==> src/rtl/countdown_timer_ctrl.sv <==
// BCD MM:SS countdown timer driven by a one-cycle seconds tick.
// Counts to 00:00, then holds an alarm for ALARM_SECS ticks before returning to idle.
module countdown_timer_ctrl #(
  parameter int unsigned ALARM_SECS = 5
) (
  input  logic       clk,
  input  logic       rst,
  input  logic       sec_tick,
  input  logic       start,
  input  logic       stop,
  input  logic       load,
  input  logic [3:0] preset_min_tens,
  input  logic [3:0] preset_min_ones,
  input  logic [2:0] preset_sec_tens,
  input  logic [3:0] preset_sec_ones,
  output logic [3:0] min_tens,
  output logic [3:0] min_ones,
  output logic [2:0] sec_tens,
  output logic [3:0] sec_ones,
  output logic       zero,
  output logic       running,
  output logic       alarm,
  output logic       done_pulse
);

  localparam int unsigned CNT_W = 4;

  typedef enum logic [1:0] {S_IDLE, S_RUN, S_PAUSE, S_ALARM} state_t;

  state_t             state, state_next;
  logic [3:0]         min_tens_next, min_ones_next, sec_ones_next;
  logic [2:0]         sec_tens_next;
  logic [CNT_W-1:0]   alarm_cnt, alarm_cnt_next;
  logic               running_next, alarm_next, done_next;

  logic [3:0]         ld_mt, ld_mo, ld_so;
  logic [2:0]         ld_st;
  logic [3:0]         dec_mt, dec_mo, dec_so;
  logic [2:0]         dec_st;
  logic               dec_zero;

  assign zero = (min_tens == 4'd0) && (min_ones == 4'd0) &&
                (sec_tens == 3'd0) && (sec_ones == 4'd0);

  // Preset clamping to the largest legal BCD digit.
  always_comb begin
    ld_mt = (preset_min_tens > 4'd9) ? 4'd9 : preset_min_tens;
    ld_mo = (preset_min_ones > 4'd9) ? 4'd9 : preset_min_ones;
    ld_st = (preset_sec_tens > 3'd5) ? 3'd5 : preset_sec_tens;
    ld_so = (preset_sec_ones > 4'd9) ? 4'd9 : preset_sec_ones;
  end

  // One-second BCD decrement with borrow chain; only used when the count is nonzero.
  always_comb begin
    dec_mt = min_tens;
    dec_mo = min_ones;
    dec_st = sec_tens;
    dec_so = sec_ones - 4'd1;
    if (sec_ones == 4'd0) begin
      dec_so = 4'd9;
      if (sec_tens == 3'd0) begin
        dec_st = 3'd5;
        if (min_ones == 4'd0) begin
          dec_mo = 4'd9;
          dec_mt = min_tens - 4'd1;
        end else begin
          dec_mo = min_ones - 4'd1;
        end
      end else begin
        dec_st = sec_tens - 3'd1;
      end
    end
    dec_zero = (dec_mt == 4'd0) && (dec_mo == 4'd0) &&
               (dec_st == 3'd0) && (dec_so == 4'd0);
  end

  // State and datapath register.
  always_ff @(posedge clk) begin
    if (rst) begin
      state     <= S_IDLE;
      min_tens  <= 4'd0;
      min_ones  <= 4'd0;
      sec_tens  <= 3'd0;
      sec_ones  <= 4'd0;
      alarm_cnt <= '0;
    end else begin
      state     <= state_next;
      min_tens  <= min_tens_next;
      min_ones  <= min_ones_next;
      sec_tens  <= sec_tens_next;
      sec_ones  <= sec_ones_next;
      alarm_cnt <= alarm_cnt_next;
    end
  end

  // Next-state and next-datapath logic; priority stop > start > load.
  always_comb begin
    state_next     = state;
    min_tens_next  = min_tens;
    min_ones_next  = min_ones;
    sec_tens_next  = sec_tens;
    sec_ones_next  = sec_ones;
    alarm_cnt_next = alarm_cnt;
    case (state)
      S_IDLE: begin
        if (start && !zero) begin
          state_next = S_RUN;
        end else if (load) begin
          min_tens_next = ld_mt;
          min_ones_next = ld_mo;
          sec_tens_next = ld_st;
          sec_ones_next = ld_so;
        end
      end
      S_RUN: begin
        if (stop) begin
          state_next = S_PAUSE;
        end else if (sec_tick) begin
          // A zero count can only arrive via a PAUSE reload; alarm without underflow.
          if (zero) begin
            state_next = S_ALARM;
          end else begin
            min_tens_next = dec_mt;
            min_ones_next = dec_mo;
            sec_tens_next = dec_st;
            sec_ones_next = dec_so;
            if (dec_zero) state_next = S_ALARM;
          end
        end
      end
      S_PAUSE: begin
        if (stop) begin
          state_next = S_IDLE;
        end else if (start) begin
          state_next = S_RUN;
        end else if (load) begin
          min_tens_next = ld_mt;
          min_ones_next = ld_mo;
          sec_tens_next = ld_st;
          sec_ones_next = ld_so;
        end
      end
      S_ALARM: begin
        if (stop) begin
          state_next     = S_IDLE;
          alarm_cnt_next = '0;
        end else if (sec_tick) begin
          if ((alarm_cnt + CNT_W'(1)) >= CNT_W'(ALARM_SECS)) begin
            state_next     = S_IDLE;
            alarm_cnt_next = '0;
          end else begin
            alarm_cnt_next = alarm_cnt + CNT_W'(1);
          end
        end
      end
      default: state_next = S_IDLE;
    endcase
  end

  // Output decode from the upcoming state, registered below.
  always_comb begin
    running_next = (state_next == S_RUN);
    alarm_next   = (state_next == S_ALARM);
    done_next    = (state == S_RUN) && (state_next == S_ALARM);
  end

  always_ff @(posedge clk) begin
    if (rst) begin
      running    <= 1'b0;
      alarm      <= 1'b0;
      done_pulse <= 1'b0;
    end else begin
      running    <= running_next;
      alarm      <= alarm_next;
      done_pulse <= done_next;
    end
  end

endmodule

==> config.mk <==
export PLATFORM = sky130hd
export DESIGN_NAME = countdown_timer_ctrl
export DESIGN_NICKNAME = d
export VERILOG_FILES = /design/src/rtl/countdown_timer_ctrl.sv
export SDC_FILE = /design/constraint.sdc
export NUM_CORES = 1
export LEC_CHECK = 0
export ABC_AREA = 1
export CAP_MARGIN = 25
export CORE_UTILIZATION = 49
export DETAILED_ROUTE_END_ITERATION = 8
export PLACE_DENSITY = 0.81
export RECOVER_POWER = 100
export REMOVE_ABC_BUFFERS = 1
export SLEW_MARGIN = 20
export SYNTH_ARGS = -nofsm -noshare
export SYNTH_HDL_FRONTEND = slang
export SYNTH_SLANG_ARGS = --single-unit
==> constraint.sdc <==
create_clock -name clk -period 2.4 [get_ports clk]
set_clock_uncertainty 0.1 [all_clocks]
set_input_delay 0.24 -clock clk [delete_from_list [all_inputs] [get_ports clk]]
set_output_delay 0.24 -clock clk [all_outputs]
set_load 0.1 [all_outputs]
==> impl_metrics.env <==
export IMPL_status="completed"
export IMPL_syn_area_per_cell_sq_um=6.27
export IMPL_regArea_sq_um=480
export IMPL_whs_ns=0.373
export IMPL_maxSlewHeadroom_pct=22.5
export IMPL_die_y_microns=60.1
export IMPL_worst_ep_arrival_time_ns=1.83
export IMPL_peakVddDrop_uv=426
export IMPL_drive_above_1_share_pct=6.29
export IMPL_synth_seq_cells=24
export IMPL_wire_per_inst_microns=11.0
export IMPL_totalWireLength_microns=3810
export IMPL_rsz0062_at_grt="false"
export IMPL_min_period_ns=2.17
export IMPL_firstDrtPassIters=4
export IMPL_hold_depth=2
export IMPL_area_growth_pct=19.3
export IMPL_die_area_sq_um=3610
export IMPL_finalCritPeriodShare_pct=90.6
export IMPL_r2r_slack_ns=0.31
export IMPL_clkSinkCount=24
export IMPL_synth_cell_types=35
export IMPL_hp_start="alarm_cnt[3]$_SDFFE_PP0P_"
export IMPL_cts_root_buffer="clkbuf_4"
export IMPL_powerDensity_nw_per_um2=868
export IMPL_worst_hold_path_endpoint="alarm_cnt[3]$_SDFFE_PP0P_"
export IMPL_rows=20
export IMPL_p_leak_nw=0.888
export IMPL_max_freq_mhz=460
export IMPL_r2r_start="sec_ones[0]$_SDFFE_PP0P_"
export IMPL_overflow=0
export IMPL_grt_pass1_wl_microns=6320
export IMPL_cts_resized=0
export IMPL_grt_pass1_vias=1568
export IMPL_routed_via_density=5.11
export IMPL_crit_type="reg -> out"
export IMPL_use_met1_pct=28.7
export IMPL_seq_area_frac_synth_pct=29.0
export IMPL_htree_levels=1
export IMPL_synth_edf_count=0
export IMPL_crit_fanout=8
export IMPL_ioPinCount=40
export IMPL_drtIter0Drc=89
export IMPL_multi_input_area_sq_um=990
export IMPL_reg2reg_to="min_tens[0]$_SDFFE_PP0P_"
export IMPL_clockBufferDepth=2
export IMPL_antenna_found_initial=0
export IMPL_cts_tree="built"
export IMPL_slew_violations=0
export IMPL_nets=329
export IMPL_async_flop_share_pct=0
export IMPL_drc=0
export IMPL_dpl_hpwl_microns=2940
export IMPL_setup_viol=0
export IMPL_core_area_sq_um=3130
export IMPL_antenna_cells=0
export IMPL_final_cell_mix="nand2_1 (65), nor2_1 (47), inv_1 (30), dfxtp_1 (24), clkdlybuf4s50_1 (19)"
export IMPL_postRouteAntennaNets=0
export IMPL_met3_usage_pct=1.95
export IMPL_final_core_util_pct=63.1
export IMPL_gp_congestion=0.893
export IMPL_final_fill_count=331
export IMPL_cts_setup_buffers=0
export IMPL_ys_warn_count=0
export IMPL_finalHoldViolCount=0
export IMPL_startpoint="sec_ones[0]$_SDFFE_PP0P_"
export IMPL_cts_made_buffers=3
export IMPL_cts_clk_slew_worst_paths_ns=0.13
export IMPL_worstPathRequired_ns=2.06
export IMPL_hold_path_class="reg -> reg"
export IMPL_final_common_cell="nand2_1"
export IMPL_use_met2_pct=39.1
export IMPL_synth_flop_cell="dfxtp_1"
export IMPL_postSynthCellCount=264
export IMPL_initial_core_util_pct=52.9
export IMPL_hold_buffers=0
export IMPL_die_width_microns=60.1
export IMPL_cp_start_kind="flop"
export IMPL_grt_busiest_layer="met2"
export IMPL_reg2reg_depth=13
export IMPL_cap_violations=0
export IMPL_dr_total_vias=1769
export IMPL_cp_end_kind="primary output"
export IMPL_track_usage_pct=22.6
export IMPL_clk_latency_ns=0.31
export IMPL_synth_area_sq_um=1660
export IMPL_grt_max_degree=20
export IMPL_worst_pin_slew_ns=1.17
export IMPL_io_buffers=39
logic make-up after synthesis:
group	after synthesis	synth area share (%)
AOI/OAI and AO/OA	48	16.0
adders and majority gates	5	3.78
and+or+nand+nor	146	39.5
buffers and inverters	39	10.6
DFF	24	29.0
xor gates and xnor gates	2	1.06
area by class of cell:
type / instances / area share [%]
Timing Repair Buffer: 40 / 14.3
Clock buffer: 4 / 1.84
Inverter: 33 / 6.59
Tap cell: 44 / 2.79
Sequential cell: 24 / 24.3
Multi-Input combinational cell: 201 / 50.1
state kept, by name (all words and copies together) (netlist names):
signal      flops
alarm           1
alarm_cnt       4
done_pulse      1
min_ones        4
min_tens        4
running         1
sec_ones        4
sec_tens        3
state           2
critical path, cell delays in order (launching register included):
cell,delay (ns)
dfxtp_1,0.40
nor2_2,0.22
nand2_4,0.13
clkinv_2,0.08
nand2_2,0.06
nor2_4,0.12
nand4_4,0.10
inv_1,0.08
clkbuf_4,0.32
worst max-delay path by stage:
stage / endpoint / cells after the start
finish: zero / 8
global route: min_tens[1]$_SDFFE_PP0P_ / 13
CTS: zero / 8
detailed placement: done_pulse$_SDFF_PP0_ / 13
global placement: done_pulse$_SDFF_PP0_ / 13
floorplan: zero / 7
stage by stage:
stage                     cells  instance area (sq um)  total power [W]  setup TNS [ns]  setup WS, ns
after floorplan             258                   1610          0.00133        -0.00646      -0.00646
after global placement      342                   2030          0.00155               0         0.410
after detailed placement    342                   2030          0.00156               0         0.417
after CTS                   346                   2060          0.00177               0         0.311
after global routing        346                   1970          0.00183               0        0.0873
final                       346                   1970          0.00171               0         0.226
power by group:
part           switching, W  internal (W)
logic              0.000758      0.000231
clock network      0.000124     0.0000927
registers         0.0000602      0.000448
total              0.000943      0.000772
Yosys cell counts (2+ instances only):
master    number  area share (%)
nand2_4        2             1.4
ha_1           5             3.8
dfxtp_1       24              29
nor2_2         3             1.1
nor2_1        47              11
a31oi_1        2            0.76
clkbuf_1       2            0.45
a21oi_1       17             5.1
nand2_1       65              15
inv_1         29             6.6
o21ai_0       18             5.4
o21ai_1        4             1.2
nand3_1       15             4.5
nor2_4         3             2.0
o211ai_1       2            0.91
nand4_1        3             1.1
xor2_1         2             1.1
nor3_1         4             1.2
metal layers:
metal	routed length, microns	share of wire, %
met3	141	3.7
met2	1810	48
met4	50	1.3
met1	1810	47
met5	0	0
Note: power is estimated with default switching activity, not from simulation.
